==> config.mk <==
export PLATFORM = sky130hd
export DESIGN_NAME = ss_thermo_capture
export DESIGN_NICKNAME = d
export VERILOG_FILES = /design/src/rtl/ss_thermo_capture_pkg.sv /design/src/rtl/ss_thermo_capture_bubble_fix.sv /design/src/rtl/ss_thermo_capture.sv
export SDC_FILE = /design/constraint.sdc
export NUM_CORES = 1
export LEC_CHECK = 0
export ABC_AREA = 1
export CORE_MARGIN = 3
export CORE_UTILIZATION = 25
export CTS_BUF_LIST = sky130_fd_sc_hd__clkbuf_8
export CTS_CLUSTER_DIAMETER = 150
export DETAILED_ROUTE_END_ITERATION = 12
export GPL_ROUTABILITY_DRIVEN = 1
export PLACE_DENSITY = 0.5
export SETUP_SLACK_MARGIN = 0.15
export SLEW_MARGIN = 10
export SYNTH_ARGS = -nofsm -noshare
export SYNTH_HDL_FRONTEND = slang
export SYNTH_HIERARCHICAL = 1
export SYNTH_SLANG_ARGS = --single-unit
==> constraint.sdc <==
create_clock -name clk -period 1.7 [get_ports clk]
set_clock_uncertainty 0.15 [all_clocks]
set_input_delay 0.255 -clock clk [delete_from_list [all_inputs] [get_ports clk]]
set_output_delay 0.255 -clock clk [all_outputs]
set_load 0.01 [all_outputs]
==> src/rtl/ss_thermo_capture_pkg.sv <==
// Shared types and constants for the flash-ADC thermometer capture block.
// Holds the FSM state encoding, converter geometry and the default settle time.
package ss_thermo_capture_pkg;

  localparam int unsigned ADC_BITS       = 3;
  localparam int unsigned THERM_W        = 2 ** ADC_BITS;
  localparam int unsigned N_CMP          = THERM_W - 1;
  localparam int unsigned SETTLE_CYC_DEF = 4;
  localparam int unsigned CNT_W          = 4;

  typedef enum logic [1:0] {
    ST_IDLE   = 2'd0,
    ST_SETTLE = 2'd1,
    ST_SAMPLE = 2'd2,
    ST_DONE   = 2'd3
  } state_e;

  function automatic logic maj3(input logic a, input logic b, input logic c);
    return (a & b) | (a & c) | (b & c);
  endfunction

endpackage

==> src/rtl/ss_thermo_capture_bubble_fix.sv <==
// Combinational bubble suppression and thermometer enforcement for the
// synchronized comparator vector; output bit 0 is the constant-zero code slot.
module ss_bubble_fix
  import ss_thermo_capture_pkg::*;
(
  input  logic [N_CMP-1:0]   s_i,
  output logic [THERM_W-1:0] therm_o
);

  logic [N_CMP+1:0] ext;
  logic [N_CMP-1:0] bub;
  logic [N_CMP-1:0] therm;

  // Pad with the implied neighbours: below threshold 0 is always "above", above 6 never.
  assign ext = {1'b0, s_i, 1'b1};

  always_comb begin
    bub   = '0;
    therm = '0;
    for (int k = 0; k < int'(N_CMP); k++) begin
      bub[k] = maj3(ext[k], ext[k+1], ext[k+2]);
    end
    therm[0] = bub[0];
    for (int k = 1; k < int'(N_CMP); k++) begin
      therm[k] = therm[k-1] & bub[k];
    end
  end

  assign therm_o = {therm, 1'b0};

endmodule

==> src/rtl/ss_thermo_capture.sv <==
// Captures asynchronous comparator outputs through a synchronizer, waits a
// settle interval after each conversion request and registers a cleaned code.
module ss_thermo_capture
  import ss_thermo_capture_pkg::*;
#(
  parameter int unsigned SETTLE_CYC  = SETTLE_CYC_DEF,
  parameter int unsigned SYNC_STAGES = 2
) (
  input  logic               clk,
  input  logic               rst_n,
  input  logic [N_CMP-1:0]   cmp_in,
  input  logic               conv_start,
  output logic               conv_busy,
  output logic [THERM_W-1:0] therm_out,
  output logic               therm_valid,
  output logic               err_overrun
);

  localparam logic [CNT_W-1:0] SETTLE_LOAD = CNT_W'(SETTLE_CYC - 1);

  logic [N_CMP-1:0]   sync_q [SYNC_STAGES];
  logic [N_CMP-1:0]   cmp_s;
  logic [THERM_W-1:0] fixed_code;

  state_e             state_q, state_d;
  logic [CNT_W-1:0]   cnt_q, cnt_d;
  logic [THERM_W-1:0] therm_q, therm_d;
  logic               ovr_q, ovr_d;

  // Free-running synchronizer; every stage is reset so no X reaches the encoder.
  always_ff @(posedge clk or negedge rst_n) begin
    if (!rst_n) begin
      for (int i = 0; i < int'(SYNC_STAGES); i++) begin
        sync_q[i] <= '0;
      end
    end else begin
      sync_q[0] <= cmp_in;
      for (int i = 1; i < int'(SYNC_STAGES); i++) begin
        sync_q[i] <= sync_q[i-1];
      end
    end
  end

  assign cmp_s = sync_q[SYNC_STAGES-1];

  ss_bubble_fix u_bubble_fix (
    .s_i     (cmp_s),
    .therm_o (fixed_code)
  );

  // NOTE: state flops use non-blocking assignments only; all decode lives in always_comb.
  always_ff @(posedge clk or negedge rst_n) begin
    if (!rst_n) begin
      state_q <= ST_IDLE;
      cnt_q   <= '0;
      therm_q <= '0;
      ovr_q   <= 1'b0;
    end else begin
      state_q <= state_d;
      cnt_q   <= cnt_d;
      therm_q <= therm_d;
      ovr_q   <= ovr_d;
    end
  end

  // NOTE: every next-state signal gets a default first so no latch is inferred.
  always_comb begin
    state_d = state_q;
    cnt_d   = cnt_q;
    therm_d = therm_q;
    ovr_d   = ovr_q;

    unique case (state_q)
      ST_IDLE: begin
        if (conv_start) begin
          state_d = ST_SETTLE;
          cnt_d   = SETTLE_LOAD;
          ovr_d   = 1'b0;
        end
      end
      ST_SETTLE: begin
        if (cnt_q == '0) begin
          state_d = ST_SAMPLE;
        end else begin
          cnt_d = cnt_q - 1'b1;
        end
      end
      ST_SAMPLE: begin
        therm_d = fixed_code;
        state_d = ST_DONE;
      end
      ST_DONE: begin
        state_d = ST_IDLE;
      end
      default: begin
        state_d = ST_IDLE;
      end
    endcase

    // A request outside IDLE (including DONE) is dropped, never queued.
    if (conv_start && (state_q != ST_IDLE)) begin
      ovr_d = 1'b1;
    end
  end

  assign conv_busy   = (state_q != ST_IDLE);
  assign therm_valid = (state_q == ST_DONE);
  assign therm_out   = therm_q;
  assign err_overrun = ovr_q;

endmodule

---- After elaboration in Yosys (flattened, before gate mapping) ----
Cells that the tools add are included.
Widths: inputs -> output; s select.
storage, ports and cells
  register bits after elaboration ......... 28
  input port bits ......................... 10
operators by class
  add/sub/neg operators ................... 1
  equal/unequal tests ..................... 6
  mux-type cells .......................... 9
  bitwise operators ....................... 29
  reduce and logical (&&, ||, !) cells .... 10
operator list
  kind                 number
  $and 1x1->1          17
  $or 1x1->1           12
  $mux 4               2
  $pmux 2 s4           1
  $pmux 4 s2           1
  $reduce_bool 2->1    4
  $ne 2x2->1 const B   3
  $eq 2x2->1 const B   2
  $logic_not 4->1      1
  $mux 2               2
  $reduce_and 2->1     2
  $sub 4x1->4 const B  1
  $mux 1               3
  $reduce_and 3->1     1
  $eq 2x1->1 const B   1
  $logic_not 2->1      1
  $logic_and 1x1->1    1

---- Depth between registers and ports, before layout ----
  word-level depth ........................ 9
  depth in mapped cells ................... 9

---- Cells and area by module ----
The synthesis kept the hierarchy.
by module, submodules not included
  module             instances  cells an instance  area an instance (um2)  seq. area each (um2)
  ss_thermo_capture  1          87                 1,094.8                 725.7
  ss_bubble_fix      1          26                 118.9                   0.0

---- Worst setup path before layout ----
OpenSTA, ideal clock, no wires.
  path type ............................... reg-to-reg
  start point ............................. register state_q[0]
  end point ............................... register cnt_q[0]
  arrival time ............................ 1.135 ns
  data required time ...................... 1.434 ns
  slack ................................... 0.299 ns
  cell stages (with the launch flop) ...... 8
  path buffers ............................ 0
  clock period less this slack ............ 1.401 ns
  cells stage by stage .................... dfrtp_1 -> inv_1 -> ha_1 -> or2_4 -> nand3_4 -> inv_2 -> nand2_1 -> nand2_1
between the ends
  word-level cells in the longest chain between the ends .. 3
RTL lines
  item                                                                     RTL line                 RTL
  start, declared                                                          ss_thermo_capture.sv:25  state_e state_q, state_d;
  start signal, assigned                                                   ss_thermo_capture.sv:59  state_q <= state_d;
  $eq 2x1->1 / $logic_not 2->1 (equally long branches)                     ss_thermo_capture.sv:73  unique case (state_q)
  $ne 2x2->1 (no source line) / $reduce_bool 2->1 (equally long branches)  -
  $reduce_and 3->1 (no source line)                                        -
  end signal, assigned                                                     ss_thermo_capture.sv:60  cnt_q <= cnt_d;
  end, declared                                                            ss_thermo_capture.sv:26  logic [CNT_W-1:0] cnt_q, cnt_d;
Parallel ways exist; a longest one is shown, timed or not.
A chain may end at the register's enable or synchronous reset.

---- Worst setup path in the final report ----
  start point ............................. register state_q[0]
  end point ............................... output port therm_valid
between the ends
  word-level cells in the longest chain between the ends .. 1
RTL lines
  item           RTL line                  RTL
  $eq 2x2->1     ss_thermo_capture.sv:107  assign therm_valid = (state_q == ST_DONE);
  end, declared  ss_thermo_capture.sv:15   output logic therm_valid,
Every way passes these cells.

==> metrics.txt <==
outcome finished clean; Met2 Routed Length 1038 µm; R2R depth 8; RSZ-0062 raised after global routing true; Mean Syn Cell Area 10.74 µm²; Leakage 0.8076 nW; share of cells above drive strength 1 29.86%; NumNets Final 159; sequential fraction of the synthesis area 59.79%; Crit Path Category flip-flop to output pin; Layout Area Growth over Synthesis 35.88%; sum of negative setup slack 0 ns; DR iter-0 viols 19; PortBufs 20; Clock Latency Late Sink 0.28 ns; largest fanout on the critical path 3; Final Hold Viols 0; H-Tree Depth 2; Die Area 5727 µm²; Critical Path End Type output pin; # fillers roughly 460; # rows 24; fmax 665.0 MHz; Detail Route Antenna Nets 0; CP Launch Type flip-flop; M1 WL between 800 and 900 µm; VDD IR max 403.6 µV; worst hold slack between 0.15 and 0.2 ns; setup violators final 0; area occupied by multi-input gates between 400 and 500 µm²; CP cell instances buf_6, ha_2, buf_2; DR pass1 iterations 4; antenna cells 0; Total GRT Usage 8.315%; Ys Warns 6; Ports 21; # hold bufs at CTS 0; worst setup path start state_q[0]; commonest non-fill, non-tap cell in the layout dfrtp_1; synthesized area 1214 µm²; Req. time, crit path approximately 1.3 ns; Mapped Cells 113; CP max stage delay 0.40 ns; vias in the first global route 807; net count after synthesis 129; drt drc 0; Max-Cap Viols 0; Cell Count, Final, Fillers Out 196; Yosys reg bits 29; clock buffer count from CTS 5; Final Core Density about 37%; period utilization about 90%; Critical Path Sink therm_valid; Worst-path clk slew 0.07 ns; core area between 4000 and 5000 µm²; Power per Cell Area 1744 nW/µm²; register area 725.7 µm²; Placer Congestion 0.6871; routed vias a little over 800; first-pass GRT wire length 3484 µm; r2r setup slk 0.22 ns; Worst EP arrival ~1.1 ns; dpl hpwl around 1500 µm; die width 75.68 µm; CTS tree yes; clock root buffer master clkbuf_8; minimum clock period between 1.5 and 2 ns; Worst R2R End cnt_q[3]; vias per cell approximately 4.1; Routed WL 2015 µm; dpl cells 187; highest routed layer met4; Yosys cell types 21; Initial Util 26.94%; wire per inst between 10 and 15 µm; most frequent cells in the layout 29 x dfrtp_1, 26 x nand2_1, 9 x clkdlybuf4s50_1, 9 x dlygate4sd2_1; clk sink count 29; Crit Reg-Reg Startpoint state_q[0]; metal3 WL 93 µm; initial antenna violation count 0; Max Slew Vio Count 0; critical path's slowest cell dfrtp_1; grt ovf 0; largest net degree at the start of global routing 30; Total Power 0.002877 W; maximum root-to-sink buffer count 2; Die Ht 75.68 µm; type of the worst min-delay path flip-flop to flip-flop
[sequential cells by signal (all words and copies together), names as in the netlist]
name	flops
therm_out	8
cnt_q	4
sync_q	7
cmp_s	7
state_q	2
err_overrun	1
[timing repair]
action / CTS / global route
pin swaps: 0 / 4
cloned: 0 / 0
resized for setup: 18 / 12
setup buffers: 0 / 1
hold endpoints to repair: 0 / 0
endpoints found under the setup margin: 18 / 14
[cells in the mapped netlist]
| cell type | number | area (µm²) |
|---|---|---|
| a21oi_1 | 2 | 10.01 |
| buf_2 | 1 | 5.000 |
| buf_4 | 1 | 7.510 |
| conb_1 | 1 | 3.750 |
| dfrtp_1 | 29 | 725.7 |
| ha_1 | 6 | 75.07 |
| inv_1 | 10 | 37.54 |
| inv_2 | 2 | 7.510 |
| mux2_2 | 8 | 90.09 |
| nand2_1 | 30 | 112.6 |
| nand2_2 | 1 | 6.260 |
| nand3_1 | 4 | 20.02 |
| nand3_2 | 1 | 10.01 |
| nand3_4 | 1 | 17.52 |
| nor2_1 | 6 | 22.52 |
| nor2_2 | 3 | 18.77 |
| o21ai_0 | 2 | 10.01 |
| o21ai_1 | 2 | 10.01 |
| or2_2 | 1 | 6.260 |
| or2_4 | 1 | 8.760 |
| xor2_1 | 1 | 8.760 |
[kinds of logic (layout without fill, tap and decap cells)]
family	Yosys count	count (layout)	synth area share, %
AO/OA/AOI/OAI	6	6	2.474
XOR/XNOR	1	1	0.7218
adder cells (fa/ha/maj)	6	6	6.185
buffers and inverters	14	45	4.743
flip-flops	29	29	59.79
multiplexers	8	8	7.423
other	1	1	0.3090
AND/OR/NAND/NOR	48	48	18.35
[how the worst min path moves through the flow]
stage | startpoint | endpoint | cells past startpoint
2_1_floorplan | rst_n | cmp_s[0] | 0
3_3_place_gp | sync_q[7] | cmp_s[0] | 0
3_5_place_dp | sync_q[9] | cmp_s[2] | 0
4_1_cts | sync_q[9] | cmp_s[2] | 0
5_1_grt | sync_q[9] | cmp_s[2] | 0
6_report | sync_q[9] | cmp_s[2] | 0
[through the flow]
step / setup WS (ns) / instance area, µm²
2_1_floorplan: 0.2986 / 1214
3_3_place_gp: 0.08198 / 1496
3_5_place_dp: 0.06423 / 1496
4_1_cts: 0.07919 / 1605
5_1_grt: 0.1385 / 1649
6_report: 0.1963 / 1649
[report_power, final]
group	internal, W	switching [W]	leakage (nW)
clock	0.000476	0.000260	0.0574
sequential	0.000877	0.000110	0.347
combinational	0.000553	0.000601	0.403
total	0.00191	0.000971	0.808
[worst max-delay path: cells and delay by family (launching register included)]
family / cells / cell delay (ns)
fa+ha+maj: 1 / 0.16
flops: 1 / 0.40
buf+inv: 2 / 0.26
[routing by layer]
layer	vias up	GRT usage [%]
met5	-	0
met4	0	5.243
met3	6	2.770
met2	16	13.90
met1	382	9.023
li1	408	-
[cell type report]
cell class | instances | area share [%]
tap | 52 | 3.945
multi-input combinational | 70 | 28.53
clock inverter | 2 | 2.276
clock buffer | 6 | 5.008
inverter | 12 | 2.883
sequential | 29 | 44.01
timing repair buffer | 25 | 13.35
No activity file was read; power rests on OpenSTA's default activity.
